**src/rtl/mem_arb_pkg.sv**
```systemverilog
// rtl/mem_arb_pkg.sv - shared state encoding and owner constants for the memory bus arbiter
package mem_arb_pkg;

    typedef enum logic [1:0] {
        ST_IDLE  = 2'd0,
        ST_ISSUE = 2'd1,
        ST_WAIT  = 2'd2,
        ST_RESP  = 2'd3
    } arb_state_e;

    localparam logic OWNER_M0 = 1'b0;
    localparam logic OWNER_M1 = 1'b1;

    localparam int                    WAIT_CNT_W   = 4;
    localparam logic [WAIT_CNT_W-1:0] WAIT_CNT_MAX = 4'hF;

endpackage

```
**src/rtl/mem_arb_prio.sv**
```systemverilog
// rtl/mem_arb_prio.sv - grant selection: M0 priority, M1 starvation counter, owner lock hold
module mem_arb_prio
    import mem_arb_pkg::*;
#(
    parameter int MAX_WAIT = 4
) (
    input  logic clk,
    input  logic reset,
    input  logic arb_i,
    input  logic resp_i,
    input  logic owner_i,
    input  logic owner_lock_i,
    input  logic m0_req_i,
    input  logic m1_req_i,
    output logic grant_m1_o
);

    logic [WAIT_CNT_W-1:0] wait_cnt_q, wait_cnt_d;
    logic                  lock_q, lock_d;
    logic                  owner_req;
    logic                  starved;

    always_comb begin
        owner_req = (owner_i == OWNER_M1) ? m1_req_i : m0_req_i;
        starved   = (wait_cnt_q >= WAIT_CNT_W'(MAX_WAIT));
        if (lock_q && owner_req) begin
            grant_m1_o = owner_i;
        end else if (m0_req_i && m1_req_i) begin
            grant_m1_o = starved;
        end else begin
            grant_m1_o = m1_req_i;
        end
    end

    // A lock is a one-shot hint for the very next arbitration; it is dropped there whether used or not.
    always_comb begin
        lock_d     = lock_q;
        wait_cnt_d = wait_cnt_q;
        if (resp_i) begin
            lock_d = owner_lock_i;
        end else if (arb_i) begin
            lock_d = 1'b0;
        end
        if (!m1_req_i) begin
            wait_cnt_d = '0;
        end else if (arb_i) begin
            if (grant_m1_o) begin
                wait_cnt_d = '0;
            end else if (wait_cnt_q != WAIT_CNT_MAX) begin
                wait_cnt_d = wait_cnt_q + 1'b1;
            end
        end
    end

    always_ff @(posedge clk or posedge reset) begin
        if (reset) begin
            wait_cnt_q <= '0;
            lock_q     <= 1'b0;
        end else begin
            wait_cnt_q <= wait_cnt_d;
            lock_q     <= lock_d;
        end
    end

endmodule

```
**src/rtl/mem_bus_arbiter.sv**
```systemverilog
// rtl/mem_bus_arbiter.sv - two-master single-beat memory port arbiter with read latency and ack pulses
module mem_bus_arbiter
    import mem_arb_pkg::*;
#(
    parameter int ADDR_W   = 8,
    parameter int DATA_W   = 8,
    parameter int MEM_LAT  = 1,
    parameter int MAX_WAIT = 4
) (
    input  logic              clk,
    input  logic              reset,
    input  logic              m0_req,
    input  logic              m0_we,
    input  logic [ADDR_W-1:0] m0_addr,
    input  logic [DATA_W-1:0] m0_wdata,
    input  logic              m0_lock,
    output logic              m0_ack,
    output logic [DATA_W-1:0] m0_rdata,
    input  logic              m1_req,
    input  logic              m1_we,
    input  logic [ADDR_W-1:0] m1_addr,
    input  logic [DATA_W-1:0] m1_wdata,
    input  logic              m1_lock,
    output logic              m1_ack,
    output logic [DATA_W-1:0] m1_rdata,
    output logic [ADDR_W-1:0] mem_addr,
    output logic              mem_we,
    output logic [DATA_W-1:0] mem_wdata,
    input  logic [DATA_W-1:0] mem_rdata,
    output logic              owner,
    output logic              busy
);

    localparam logic [1:0] LAT_INIT = (MEM_LAT > 1) ? 2'(MEM_LAT - 2) : 2'd0;

    arb_state_e        state_q, state_d;
    logic [1:0]        lat_cnt_q, lat_cnt_d;
    logic              owner_q, owner_d;
    logic              we_q, we_d;
    logic [ADDR_W-1:0] mem_addr_q, mem_addr_d;
    logic [DATA_W-1:0] mem_wdata_q, mem_wdata_d;
    logic              mem_we_q, mem_we_d;
    logic              m0_ack_q, m0_ack_d;
    logic              m1_ack_q, m1_ack_d;
    logic [DATA_W-1:0] m0_rdata_q, m0_rdata_d;
    logic [DATA_W-1:0] m1_rdata_q, m1_rdata_d;
    logic              busy_q, busy_d;
    logic              grant_m1;

    mem_arb_prio #(
        .MAX_WAIT(MAX_WAIT)
    ) u_prio (
        .clk         (clk),
        .reset       (reset),
        .arb_i       (state_q == ST_IDLE),
        .resp_i      (state_q == ST_RESP),
        .owner_i     (owner_q),
        .owner_lock_i((owner_q == OWNER_M1) ? m1_lock : m0_lock),
        .m0_req_i    (m0_req),
        .m1_req_i    (m1_req),
        .grant_m1_o  (grant_m1)
    );

    always_comb begin
        state_d     = state_q;
        lat_cnt_d   = lat_cnt_q;
        owner_d     = owner_q;
        we_d        = we_q;
        mem_addr_d  = mem_addr_q;
        mem_wdata_d = mem_wdata_q;
        mem_we_d    = 1'b0;
        m0_ack_d    = 1'b0;
        m1_ack_d    = 1'b0;
        m0_rdata_d  = m0_rdata_q;
        m1_rdata_d  = m1_rdata_q;
        case (state_q)
            ST_IDLE: begin
                if (m0_req || m1_req) begin
                    state_d = ST_ISSUE;
                    owner_d = grant_m1;
                    if (grant_m1) begin
                        we_d        = m1_we;
                        mem_addr_d  = m1_addr;
                        mem_wdata_d = m1_wdata;
                    end else begin
                        we_d        = m0_we;
                        mem_addr_d  = m0_addr;
                        mem_wdata_d = m0_wdata;
                    end
                    mem_we_d = we_d;
                end
            end
            ST_ISSUE: begin
                if (we_q || MEM_LAT <= 1) begin
                    state_d = ST_RESP;
                end else begin
                    state_d   = ST_WAIT;
                    lat_cnt_d = LAT_INIT;
                end
            end
            ST_WAIT: begin
                if (lat_cnt_q == 2'd0) begin
                    state_d = ST_RESP;
                end else begin
                    lat_cnt_d = lat_cnt_q - 2'd1;
                end
            end
            ST_RESP: begin
                state_d = ST_IDLE;
                if (owner_q == OWNER_M1) begin
                    m1_ack_d = 1'b1;
                    if (!we_q) m1_rdata_d = mem_rdata;
                end else begin
                    m0_ack_d = 1'b1;
                    if (!we_q) m0_rdata_d = mem_rdata;
                end
            end
            default: state_d = ST_IDLE;
        endcase
        busy_d = (state_d != ST_IDLE);
    end

    always_ff @(posedge clk or posedge reset) begin
        if (reset) begin
            state_q     <= ST_IDLE;
            lat_cnt_q   <= 2'd0;
            owner_q     <= OWNER_M0;
            we_q        <= 1'b0;
            mem_addr_q  <= '0;
            mem_wdata_q <= '0;
            mem_we_q    <= 1'b0;
            m0_ack_q    <= 1'b0;
            m1_ack_q    <= 1'b0;
            m0_rdata_q  <= '0;
            m1_rdata_q  <= '0;
            busy_q      <= 1'b0;
        end else begin
            state_q     <= state_d;
            lat_cnt_q   <= lat_cnt_d;
            owner_q     <= owner_d;
            we_q        <= we_d;
            mem_addr_q  <= mem_addr_d;
            mem_wdata_q <= mem_wdata_d;
            mem_we_q    <= mem_we_d;
            m0_ack_q    <= m0_ack_d;
            m1_ack_q    <= m1_ack_d;
            m0_rdata_q  <= m0_rdata_d;
            m1_rdata_q  <= m1_rdata_d;
            busy_q      <= busy_d;
        end
    end

    assign mem_addr  = mem_addr_q;
    assign mem_we    = mem_we_q;
    assign mem_wdata = mem_wdata_q;
    assign m0_ack    = m0_ack_q;
    assign m1_ack    = m1_ack_q;
    assign m0_rdata  = m0_rdata_q;
    assign m1_rdata  = m1_rdata_q;
    assign owner     = owner_q;
    assign busy      = busy_q;

endmodule

```
**config.mk**
```make
export PLATFORM = sky130hd
export DESIGN_NAME = mem_bus_arbiter
export DESIGN_NICKNAME = d
export VERILOG_FILES = /design/src/rtl/mem_arb_pkg.sv /design/src/rtl/mem_arb_prio.sv /design/src/rtl/mem_bus_arbiter.sv
export SDC_FILE = /design/constraint.sdc
export NUM_CORES = 1
export LEC_CHECK = 0
export ABC_AREA = 1
export BUFFER_PORTS_ARGS = -buffer_cell sky130_fd_sc_hd__buf_2
export CORE_MARGIN = 1.5
export CORE_UTILIZATION = 44
export DETAILED_ROUTE_END_ITERATION = 10
export PLACE_DENSITY_LB_ADDON = 0.1
export RECOVER_POWER = 50
export SLEW_MARGIN = 20
export SYNTH_ARGS = -nofsm -noshare
export SYNTH_HDL_FRONTEND = slang
export SYNTH_SLANG_ARGS = --single-unit
```
**constraint.sdc**
```tcl
create_clock -name clk -period 1.65 [get_ports clk]
set_clock_uncertainty 0.15 [all_clocks]
set_input_delay 0.33 -clock clk [delete_from_list [all_inputs] [get_ports clk]]
set_output_delay 0.33 -clock clk [all_outputs]
set_load 0.02 [all_outputs]
```
## Word level (Yosys, flattened, before mapping)

Index checks and enable logic that the tools add are counted.

- Reduce and logical (&&, ||, !) cells: 12
- Equal/unequal tests: 6
- Order comparisons: 1
- Bitwise logic cells: 3
- Muxes and demuxes: 22
- Add/sub/neg operators: 2

Operators with widths:

| cell | count |
|---|---|
| 4-bit 2-to-1 mux | 4 |
| 8-bit 2-to-1 mux | 2 |
| 1-bit 2-to-1 mux | 13 |
| 2-bit case mux with 4 select lines | 1 |
| 2-bit AND reduction | 3 |
| 3-bit AND reduction | 2 |
| 4-bit by 1-bit adder with 4-bit output (second input constant) | 1 |
| 2-bit equality test (second input constant) | 2 |
| 4-bit by 3-bit greater-or-equal comparator with 1-bit output (second input constant) | 1 |
| 2-bit zero test | 2 |
| 2-bit 2-to-1 mux | 2 |
| 4-bit != test (second input constant) | 1 |
| 2-bit nonzero test | 2 |
| 3-bit by 1-bit != test with 1-bit output (second input constant) | 1 |
| 1-bit NOT | 3 |
| 2-bit by 1-bit equality test with 1-bit output (second input constant) | 1 |
| 1-bit logical AND | 2 |
| 2-bit by 1-bit != test with 1-bit output (second input constant) | 1 |
| 2-bit by 1-bit subtractor with 2-bit output (second input constant) | 1 |
| 1-bit logical OR | 1 |

- Input bits: 48
- Word-level logic and storage cells: 60
- Flip-flop bits (word level): 47

## Logic depth before layout (Yosys ltp)

Gate-level depths: netlist (run 1).

- Depth in word-level cells: 6
- Gate-level depth with buffers: 8
- Depth with buffers taken out: 8

## Cells and area by module

From an unflattened synthesis (run 1), not the netlist that was laid out.

- Cell total of the unflattened synthesis: 277
- Area, all modules: 2358.5 µm²

By module, submodules not included:

| module | times used | cells each | area each (µm²) |
|---|---|---|---|
| mem_bus_arbiter | 1 | 235 | 2034.5 |
| mem_arb_prio | 1 | 42 | 324.1 |

## Worst setup path before layout (run 1)

No wires, ideal clock.

- Path kind: flip-flop to flip-flop
- Start: register state_q[0]
- End: register mem_addr_q[0] (netlist: mem_addr[0])
- Setup slack: 106 ps
- Arrival time: 1277 ps
- Data required time: 1382 ps
- Path buffers: 1
- Library setup time: 118 ps
- Cell stages (with the launch flop): 9
- Cells stage by stage: dfrtp_1 inv_1 ha_1 inv_1 nor2_4 inv_2 buf_2 nand2_1 nand2_1

- Cells in the longest elaborated chain, start to end: 2

Ends and longest elaborated chain:

| what | RTL line | RTL |
|---|---|---|
| start: declaration | mem_bus_arbiter.sv:36 | `arb_state_e state_q, state_d;` |
| start signal: assignment | mem_bus_arbiter.sv:138 | `state_q <= state_d;` |
| 2-bit zero test | mem_bus_arbiter.sv:76 | `case (state_q)` |
| 2-bit AND reduction (no line) | - |  |
| end signal: assignment | mem_bus_arbiter.sv:142 | `mem_addr_q <= mem_addr_d;` |
| end: declaration | mem_bus_arbiter.sv:40 | `logic [ADDR_W-1:0] mem_addr_q, mem_addr_d;` |

Every way passes these cells.
A chain may end at the register's enable or synchronous reset.

## Worst setup path after layout (run 1)

- Start: register state_q[0]
- End: register we_q

- Cells in the longest elaborated chain, start to end: 2

Ends and longest elaborated chain:

| what | RTL line | RTL |
|---|---|---|
| 2-bit zero test | mem_bus_arbiter.sv:76 |  |
| 2-bit AND reduction (no line) | - |  |
| end signal: assignment | mem_bus_arbiter.sv:141 | `we_q <= we_d;` |
| end: declaration | mem_bus_arbiter.sv:39 | `logic we_q, we_d;` |

Every way passes these cells.

==> results of run 1 <==
==> state kept, by name, summed over array words and instances, names as in the netlist <==
name,cells
mem_wdata,8
mem_addr,8
m1_rdata,8
we_q,1
mem_we,1
lat_cnt_q,2
busy,1
m1_ack,1
m0_rdata,8
u_prio.wait_cnt_q,4
m0_ack,1
state_q,2
u_prio.lock_q,1
owner,1
==> area by class of cell <==
class | instances | area, um2
multi-input combinational | 173 | 843
tap | 70 | 87.6
inverter | 58 | 218
timing repair buffer | 95 | 490
fill | 489 | 2110
clock inverter | 3 | 43.8
sequential | 47 | 1180
clock buffer | 5 | 68.8
==> power groups by stage <==
stage / combinational (W) / sequential, W / clock, W
after floorplan: 0.000932 / 0.00247 / 0
after global placement: 0.00217 / 0.00194 / 0
after detailed placement: 0.00220 / 0.00194 / 0
after CTS: 0.00221 / 0.00192 / 0.000878
after global routing: 0.00252 / 0.00199 / 0.000907
final: 0.00220 / 0.00192 / 0.000842
==> cells in the final DEF, fill, tap and decap left out <==
cell type      count
a21oi_2            1
a31oi_1            1
buf_2             72
buf_4              9
bufinv_16          1
clkbuf_1          12
clkbuf_4           1
clkbuf_8           5
clkinv_2           1
clkinv_4           1
dfrtp_1           47
dlygate4sd3_1      1
ha_1               5
inv_1             57
inv_2              1
nand2_1           85
nand2_2            3
nand2_4            2
nand3_1           42
nand4_1            1
nor2_1             4
nor2_2             2
nor2_4             2
nor3_1             1
o21ai_0           20
o21bai_1           1
xnor2_1            1
xor2_1             2
==> critical path, stage by stage (launching register included) <==
cell,delay (ps)
dfrtp_1,380
inv_1,100
ha_1,180
inv_1,80
nor2_4,110
buf_4,230
nand3_1,130
nand2_1,80
==> final timing paths <==
kind | slack (ps) | from | end | cells past startpoint
worst max register to register | 150 | state_q[0]$_DFF_PP0_ | we_q$_DFFE_PP0P_ | 7
max in group asynchronous | 300 | reset | u_prio.wait_cnt_q[2]$_DFFE_PP0P_ | 4
worst min register to register | 330 | mem_wdata[0]$_DFFE_PP0P_ | mem_wdata[0]$_DFFE_PP0P_ | 2
worst max-delay path | 150 | state_q[0]$_DFF_PP0_ | we_q$_DFFE_PP0P_ | 7
min in group asynchronous | 610 | reset | mem_addr[7]$_DFFE_PP0P_ | 4
worst min-delay path | 130 | m0_lock | u_prio.lock_q$_DFFE_PP0P_ | 3
==> synth_stat cells <==
master | count | area, um2
nand2_1 | 88 | 330
inv_1 | 57 | 214
dfrtp_1 | 47 | 1180
nand3_1 | 42 | 210
o21ai_0 | 20 | 100
ha_1 | 5 | 62.6
nor2_1 | 5 | 18.8
buf_2 | 3 | 15.0
buf_6 | 3 | 33.8
buf_1 | 2 | 7.51
clkbuf_1 | 2 | 7.51
nand2_2 | 2 | 12.5
nor2_4 | 2 | 22.5
xor2_1 | 2 | 17.5
a21oi_2 | 1 | 8.76
a31oi_1 | 1 | 6.26
inv_2 | 1 | 3.75
nand4_1 | 1 | 6.26
nor2_2 | 1 | 6.26
nor3_1 | 1 | 5.00
o21bai_1 | 1 | 7.51
xnor2_1 | 1 | 8.76
==> logic make-up after synthesis <==
group / Yosys count
compound gates: 23
buf+inv: 68
xor+xnor: 3
simple gates: 142
fa+ha+maj: 5
flops: 47
==> layer usage <==
| layer | vias to the layer above | GRT usage |
|---|---|---|
| met1 | 925 | 0.233 |
| li1 | 1064 | - |
| met2 | 61 | 0.308 |
| met5 | - | 0 |
| met4 | 0 | 0.0485 |
| met3 | 4 | 0.0442 |
==> metrics by stage <==
step / setup slack (ps) / utilization / hold slack, ps / cell area, um2
floorplan: 53.9 / - / 300 / 2280
global placement: 67.2 / 0.555 / 239 / 2800
detailed placement: 34.0 / 0.555 / 240 / 2800
CTS: 28.6 / 0.579 / 116 / 2920
global route: 0.260 / 0.581 / 142 / 2930
finish: 153 / 0.581 / 128 / 2930
==> repair_timing <==
item	in CTS	in global routing
gates resized for setup	0	6
endpoints found under the setup margin	0	35
hold endpoints to repair	47	0
hold buffers	1	0
setup buffers	0	2
==> summary.md, run 1 <==
| Metric | Value |
|---|---|
| Max Cap Violations | 0 |
| Fin nets | 433 |
| Arrival @ worst endpoint | 1590 ps |
| Mux cell area share after synthesis | 0 |
| CTS tree | yes |
| CTS clock-pin slew for the worst setup and hold paths | 90 ps |
| I/O Pins | 85 |
| DRT iter0 DRCs | 81 |
| XOR/XNOR Fraction of Synth Area | 0.0115 |
| Core area | 5040 um2 |
| I/O Buffers | 84 |
| Die area | 5630 um2 |
| Min cycle time layout | 1500 ps |
| Vias/cell | 4.55 |
| Switching Share | 0.427 |
| Worst Setup End Kind | flip-flop |
| Post-placement cell count | 440 |
| GRT Total Usage | 0.182 |
| First-pass GRT wire length | 7770 um |
| DR WL/cell | 10.9 um |
| DR DRC count | 0 |
| Fraction of the mapped netlist area in simple logic gates | 0.268 |
| Distinct cells, synth | 22 |
| Sinks on Clock Net | 47 |
| Post-Layout Cell Count | 451 |
| Adder-cell share of the synthesized area | 0.0274 |
| Syn Inst Count | 288 |
| Max Slew Vio Count | 0 |
| DR vias | 2054 |
| CP max FO | 17 |
| Min-delay worst type | in -> reg |
| Clk pwr share | 0.170 |
| Sequential power share | 0.387 |
| Post-DRT Antenna Nets | 0 |
| WP data required | 1740 ps |
| Critical path type | reg -> reg |
| Leakage | 1.73 nW |
| Setup TNS | 0 ps |
| Achievable Freq | 668 MHz |
| Die W | 75 um |
| Switching pwr | 0.00212 W |
| Status | complete, no violations |
| Wire length on met2 | 2220 um |
| Initial antenna violation count | 0 |
| Worst IR Drop VDD | 0.00103 V |
| Overall routed net length | 4920 um |
| Synthesized area per cell | 7.92 um2 |
| Startpoint Class | flip-flop |
| Die H | 75 um |
| DR pass1 iterations | 4 |
| Diodes inserted | 0 |
| Met1 wire length | 2360 um |
| Top layer in use | met4 |
| Comb pwr share | 0.443 |
| Vias in the first global route | 1784 |
| Synth warn | 0 |
| Yosys reg bits | 47 |
| Internal Power | 0.00284 W |
| Layout area overhead | 28.4% |
| Power Dens Cells | 1700 nW/um2 |
| Pin count of the biggest net entering global routing | 48 |
| Fin. Hold Viols | 0 |
| Final RePlAce weighted congestion | 0.735 |
| Synth Cell Area | 2280 um2 |
| Post-synthesis compound-gate area fraction | 0.0538 |
| Sequential area share after synthesis | 0.516 |
| Power, Total | 0.00497 W |
| Share of layout cells above drive strength 1 | 0.265 |
| Worst-margin pin slew | 647 ps |
| Largest family of logic cells by synthesized area | simple AND/OR/NAND/NOR gates |
| Hpwl dp | 3450 um |
| Clock Tree Root | clkbuf_8 |
| GRT overflow | 0 |
| Initial Util | 0.452 |
| Period utilization | 0.907 |
| Worst-Skew Late Latency | 300 ps |
| CTS buffer count | 5 |
| CTS H-Tree Depth | 2 |
| RSZ-0062 raised after global routing | false |
| Met3 WL | 291 um |
| Syn nets | 341 |
| Slew headroom | 0.569 |
| Longest Clk Path Bufs | 2 |
| Final setup vio count | 0 |
| Row count | 26 |
Note: power is estimated with default switching activity, not from simulation.
==> run 2, diff against run 1 <==
--- a/config.mk
+++ b/config.mk
@@ -10,9 +10,8 @@
 export CORE_MARGIN = 1.5
 export CORE_UTILIZATION = 44
 export DETAILED_ROUTE_END_ITERATION = 10
-export PLACE_DENSITY_LB_ADDON = 0.1
+export PLACE_DENSITY_LB_ADDON = 0.08
 export RECOVER_POWER = 50
-export SLEW_MARGIN = 20
 export SYNTH_ARGS = -nofsm -noshare
 export SYNTH_HDL_FRONTEND = slang
 export SYNTH_SLANG_ARGS = --single-unit
==> summary.md, run 2 (same netlist as run 1, synthesis figures left out) <==
| Metric | Value |
|---|---|
| Status | complete, no violations |
| CTS clock-pin slew for the worst setup and hold paths | 90 ps |
| Die W | 75 um |
| Worst Setup End Kind | flip-flop |
| Initial Util | 0.452 |
| Fin nets | 434 |
| Post-Layout Cell Count | 452 |
| Max Slew Vio Count | 0 |
| CTS buffer count | 5 |
| Overall routed net length | 5200 um |
| Arrival @ worst endpoint | 1560 ps |
| Fillers | 484 |
| CP most frequent cell | nand3_1 |
| DR WL/cell | 11.5 um |
| Initial antenna violation count | 0 |
| Power Dens Cells | 1660 nW/um2 |
| Hpwl dp | 3730 um |
| Achievable Freq | 663 MHz |
| Die H | 75 um |
| Vias in the first global route | 1911 |
| Longest Clk Path Bufs | 2 |
| Leakage | 1.73 nW |
| Sequential power share | 0.394 |
| Startpoint Class | flip-flop |
| RSZ-0062 raised after global routing | false |
| Max Cap Violations | 0 |
| Post-DRT Antenna Nets | 0 |
| CTS tree | yes |
| Internal Power | 0.00271 W |
| Final RePlAce weighted congestion | 0.803 |
| CTS H-Tree Depth | 2 |
| CP max FO | 19 |
| Cell Chain, Critical Path | o21bai_1, nand2_2, buf_4, nand3_1, nand3_1, nand2_1 |
| Crit path max-delay family | flip-flops |
| Worst IR Drop VDD | 0.000817 V |
| Crit path largest cell delay | 420 ps |
| First-pass GRT wire length | 8390 um |
| Sinks on Clock Net | 47 |
| Min-delay worst type | in -> reg |
| Vias/cell | 4.60 |
| Worst-Skew Late Latency | 300 ps |
| Most common cell after layout, fill and taps aside | nand2_1 |
| DR pass1 iterations | 4 |
| Comb pwr share | 0.461 |
| Clk pwr share | 0.145 |
| Setup TNS | 0 ps |
| Switching Share | 0.442 |
| Pin count of the biggest net entering global routing | 21 |
| I/O Pins | 85 |
| Fin. Hold Viols | 0 |
| Switching pwr | 0.00215 W |
| Critical path type | reg -> reg |
| Layout area overhead | 28.7% |
| I/O Buffers | 84 |
| WP data required | 1700 ps |
| Clock Tree Root | clkbuf_8 |
| Period utilization | 0.915 |
| Row count | 26 |
| Most frequent cells in the layout | 86 x nand2_1, 71 x buf_2, 57 x inv_1 |
| Crit-path slowest cell | dfrtp_1 |
| DRT iter0 DRCs | 94 |
| GRT overflow | 0 |
| DR vias | 2078 |
| Die area | 5630 um2 |
| GRT Total Usage | 0.195 |
| Post-placement cell count | 442 |
| Worst-margin pin slew | 622 ps |
| Slew headroom | 0.585 |
| Min cycle time layout | 1510 ps |
| Diodes inserted | 0 |
| Share of layout cells above drive strength 1 | 0.257 |
| Final setup vio count | 0 |
| Core area | 5040 um2 |
| CP Buf/Inv Count | 1 |
| DR DRC count | 0 |
==> run 2: cell types whose count changed in the layout (fill, tap and decap cells not counted), sizes merged <==
cell    delta
clkbuf     +1
bufinv     -1
inv        +1
==> run 2: area by class of cell <==
class	count	area, um2	area share
Clock buffer	5	68.8	0.0234
Clock inverter	3	18.8	0.00639
Inverter	58	220	0.0750
Multi-Input combinational cell	173	833	0.284
Sequential cell	47	1180	0.401
Tap cell	70	87.6	0.0298
Timing Repair Buffer	96	531	0.181
==> run 2: power by group through the flow <==
stage | sequential, W | combinational (W) | clock, W
after global placement | 0.00193 | 0.00225 | 0
final | 0.00192 | 0.00225 | 0.000704
after floorplan | 0.00247 | 0.000932 | 0
after global routing | 0.00198 | 0.00253 | 0.000781
after detailed placement | 0.00192 | 0.00230 | 0
after CTS | 0.00191 | 0.00230 | 0.000740
==> run 2: worst reg2reg max path, cell delays in order, from the launching register on <==
cell      delay (ps)
dfrtp_1          420
o21bai_1         210
nand2_2          110
buf_4            250
nand3_1          110
nand3_1          110
nand2_1           50
==> run 2: stage by stage <==
step	hold WS [ps]	setup slack [ps]	area, um2	util	total power (W)
final	118	141	2940	0.582	0.00487
after global routing	129	3.15	2940	0.582	0.00528
after CTS	107	79.0	2940	0.582	0.00495
after detailed placement	166	88.9	2840	0.563	0.00422
after global placement	171	127	2840	0.563	0.00417
after floorplan	300	53.9	2280	-	0.00340
==> run 2: final timing paths <==
kind	start	end	slack [ps]	cells after the start
hold / removal	m0_lock	u_prio.lock_q$_DFFE_PP0P_	120	3
max in group asynchronous	reset	mem_addr[5]$_DFFE_PP0P_	330	4
setup / recovery	u_prio.lock_q$_DFFE_PP0P_	we_q$_DFFE_PP0P_	140	6
min in group asynchronous	reset	lat_cnt_q[1]$_DFFE_PP0P_	490	3
hold reg to reg	mem_addr[5]$_DFFE_PP0P_	mem_addr[5]$_DFFE_PP0P_	330	2
setup reg to reg	u_prio.lock_q$_DFFE_PP0P_	we_q$_DFFE_PP0P_	140	6
==> run 2: per-layer routing <==
| metal | vias up | track usage | share of wire |
|---|---|---|---|
| li1 | 1061 | - | - |
| met1 | 948 | 0.243 | 0.45 |
| met2 | 64 | 0.334 | 0.47 |
| met3 | 5 | 0.0522 | 0.062 |
| met4 | 0 | 0.0505 | 0.011 |
| met5 | - | 0 | 0 |
==> run 2: timing repair <==
action	in CTS	in global routing
hold buffers	1	0
resized for setup	0	5
hold endpoints to repair	12	0
setup endpoints to repair	0	23
buffers inserted	0	1
==> run 3, diff against run 2 <==
--- a/config.mk
+++ b/config.mk
@@ -5,7 +5,6 @@
 export SDC_FILE = /design/constraint.sdc
 export NUM_CORES = 1
 export LEC_CHECK = 0
-export ABC_AREA = 1
 export BUFFER_PORTS_ARGS = -buffer_cell sky130_fd_sc_hd__buf_2
 export CORE_MARGIN = 1.5
 export CORE_UTILIZATION = 44
==> summary.md, run 3 <==
| Metric | Value |
|---|---|
| Status | finished with violations |
| Failing checks | negative setup slack |
| Worst Setup End Kind | flip-flop |
| Row count | 26 |
| Leakage | 1.47 nW |
| Post-synth EDFFs | 0 |
| DRT iter0 DRCs | 101 |
| CTS buffer count | 5 |
| Min-delay worst type | in -> reg |
| Syn Inst Count | 206 |
| Max Cap Violations | 0 |
| Critical path type | reg -> reg |
| Count leader, synth | dfrtp_1 |
| Top layer in use | met4 |
| Core area | 5070 um2 |
| GRT Total Usage | 0.218 |
| Clock Tree Root | clkbuf_8 |
| Overall routed net length | 5820 um |
| Met1 wire length | 2580 um |
| First-pass GRT wire length | 9360 um |
| Diodes inserted | 0 |
| Final RePlAce weighted congestion | 0.755 |
| GRT overflow | 0 |
| Share of layout cells above drive strength 1 | 0.505 |
| Sequential area share after synthesis | 0.508 |
| Power Dens Cells | 1710 nW/um2 |
| Crit path largest cell delay | 530 ps |
| Synth Cell Area | 2320 um2 |
| Most common cell after layout, fill and taps aside | buf_2 |
| DR vias | 2040 |
| Vias/cell | 5.30 |
| Die H | 75.6 um |
| Most frequent cells in the layout | 78 x buf_2, 46 x dfrtp_1, 23 x buf_4 |
| CP max FO | 5 |
| Synth top area share | 0.508 |
| Crit-path slowest cell | or4b_4 |
| FF+latch area | 1180 um2 |
| Arrival @ worst endpoint | 1780 ps |
| Pin count of the biggest net entering global routing | 48 |
| Commonest cells post-synth | 47 x dfrtp_1, 18 x a21oi_1, 18 x o31ai_1 |
| Post-DRT Antenna Nets | 0 |
| Area of the multi-input gates | 1120 um2 |
| Syn nets | 259 |
| Post-route cell area | 3240 um2 |
| Die W | 75.6 um |
| RSZ-0062 raised after global routing | true |
| I/O Buffers | 84 |
| DR WL/cell | 15.1 um |
| Initial antenna violation count | 0 |
| Synth warn | 0 |
| Min cycle time layout | 1730 ps |
| Distinct cells, synth | 36 |
| Wire length on met2 | 2910 um |
| Cell Area, Placed | 2980 um2 |
| Sinks on Clock Net | 47 |
| I/O Pins | 85 |
| CTS tree | yes |
| Achievable Freq | 577 MHz |
| Fillers | 451 |
| Worst IR Drop VDD | 0.000736 V |
| Slew headroom | 0.565 |
| Fin nets | 367 |
| Hpwl dp | 3990 um |
| Max Slew Vio Count | 0 |
| Final worst setup slack | -84.4 ps |
| Worst-Skew Late Latency | 310 ps |
| Synthesized area per cell | 11.2 um2 |
| Die area | 5710 um2 |
| Fin. Hold Viols | 0 |
| Worst-margin pin slew | 653 ps |
| WP data required | 1690 ps |
| DR DRC count | 0 |
| Post-synth ARST share | 1.00 |
| Longest Clk Path Bufs | 2 |
| Yosys top cell by area | dfrtp_1 |
| DR pass1 iterations | 5 |
| CTS H-Tree Depth | 2 |
| Dominant synthesized flop cell | dfrtp_1 |
| Final setup vio count | 13 |
| CTS clock-pin slew for the worst setup and hold paths | 90 ps |
| Vias in the first global route | 1965 |
| Setup TNS | -663 ps |
| Yosys reg bits | 47 |
| Layout area overhead | 40.0% |
| Cell Chain, Critical Path | or4b_4, buf_6, buf_12, a41oi_2, a21oi_2 |
| Initial Util | 0.456 |
| Met3 WL | 309 um |
| Startpoint Class | flip-flop |
| Period utilization | 1.05 |
| Dominant cells by area after synthesis | dfrtp_1 51%, mux2_2 8.3%, o31ai_1 5.8% |
run 3: cell types whose count changed after synthesis, moves of 17 or more:
cell     change
o31ai_1     +18
a21oi_1     +18
nand3_1     -41
inv_1       -52
nand2_1     -78
mux2_2      +17
run 3: logic make-up (layout without fill, tap and decap cells):
| family | after synthesis | after routing | share of synthesized area |
|---|---|---|---|
| AOI/OAI and AO/OA | 65 | 65 | 0.219 |
| xor gates and xnor gates | 1 | 1 | 0.00378 |
| adders and majority gates | 5 | 5 | 0.0270 |
| buffers and inverters | 23 | 132 | 0.0486 |
| DFF | 47 | 47 | 0.508 |
| muxes | 20 | 20 | 0.0956 |
| and+or+nand+nor | 45 | 45 | 0.0983 |
run 3: repair_timing:
action                     4_1_cts  5_1_grt
setup buffers                    5        1
hold endpoints to repair        47        0
pin swaps                        2        2
gates cloned                     0        0
hold buffers                     1        0
setup endpoints to repair       28       35
gates resized for setup          6       18
run 3: final timing paths:
kind,start,to,slack [ps],depth (start not counted)
setup / recovery,u_prio.wait_cnt_q[3]$_DFFE_PP0P_,mem_wdata[0]$_DFFE_PP0P_,-80,5
hold / removal,m0_addr[4],mem_addr[4]$_DFFE_PP0P_,110,3
setup reg to reg,u_prio.wait_cnt_q[3]$_DFFE_PP0P_,mem_wdata[0]$_DFFE_PP0P_,-80,5
hold reg to reg,lat_cnt_q[0]$_DFFE_PP0P_,lat_cnt_q[0]$_DFFE_PP0P_,330,1
max in group asynchronous,reset,owner$_DFFE_PP0P_,310,4
min in group asynchronous,reset,lat_cnt_q[0]$_DFFE_PP0P_,580,4
run 3: layout make-up:
type	count	area share
Clock buffer	5	0.0212
Clock inverter	3	0.0143
Inverter	6	0.00695
Multi-Input combinational cell	136	0.344
Sequential cell	47	0.363
Tap cell	70	0.0270
Timing Repair Buffer	118	0.223
run 3: metrics by stage:
stage	total power, W	utilization	hold slack [ps]	instances	worst slack (ps)
after floorplan	0.00355	-	296	206	-56.4
after global placement	0.00447	0.588	237	370	-89.3
after detailed placement	0.00451	0.588	238	370	-117
after CTS	0.00547	0.626	101	384	-67.1
after global routing	0.00594	0.639	98.2	385	-129
final	0.00553	0.639	107	385	-84.4
run 3: critical path: cells and delay by family (launching register included):
kind	cells	cell delay, ps
simple gates	1	530
flops	1	440
buf+inv	2	280
compound gates	2	240
run 3: power by group:
| part | switching [W] | leakage [nW] | internal [W] |
|---|---|---|---|
| Clock | 0.000419 | 0.0548 | 0.000457 |
| Sequential | 0.000264 | 0.557 | 0.00165 |
| Combinational | 0.00153 | 0.855 | 0.00121 |
run 3: metal layers:
| layer | GRT usage | vias up |
|---|---|---|
| li1 | - | 976 |
| met5 | 0 | - |
| met1 | 0.285 | 993 |
| met2 | 0.365 | 69 |
| met3 | 0.0476 | 2 |
| met4 | 0.0655 | 0 |
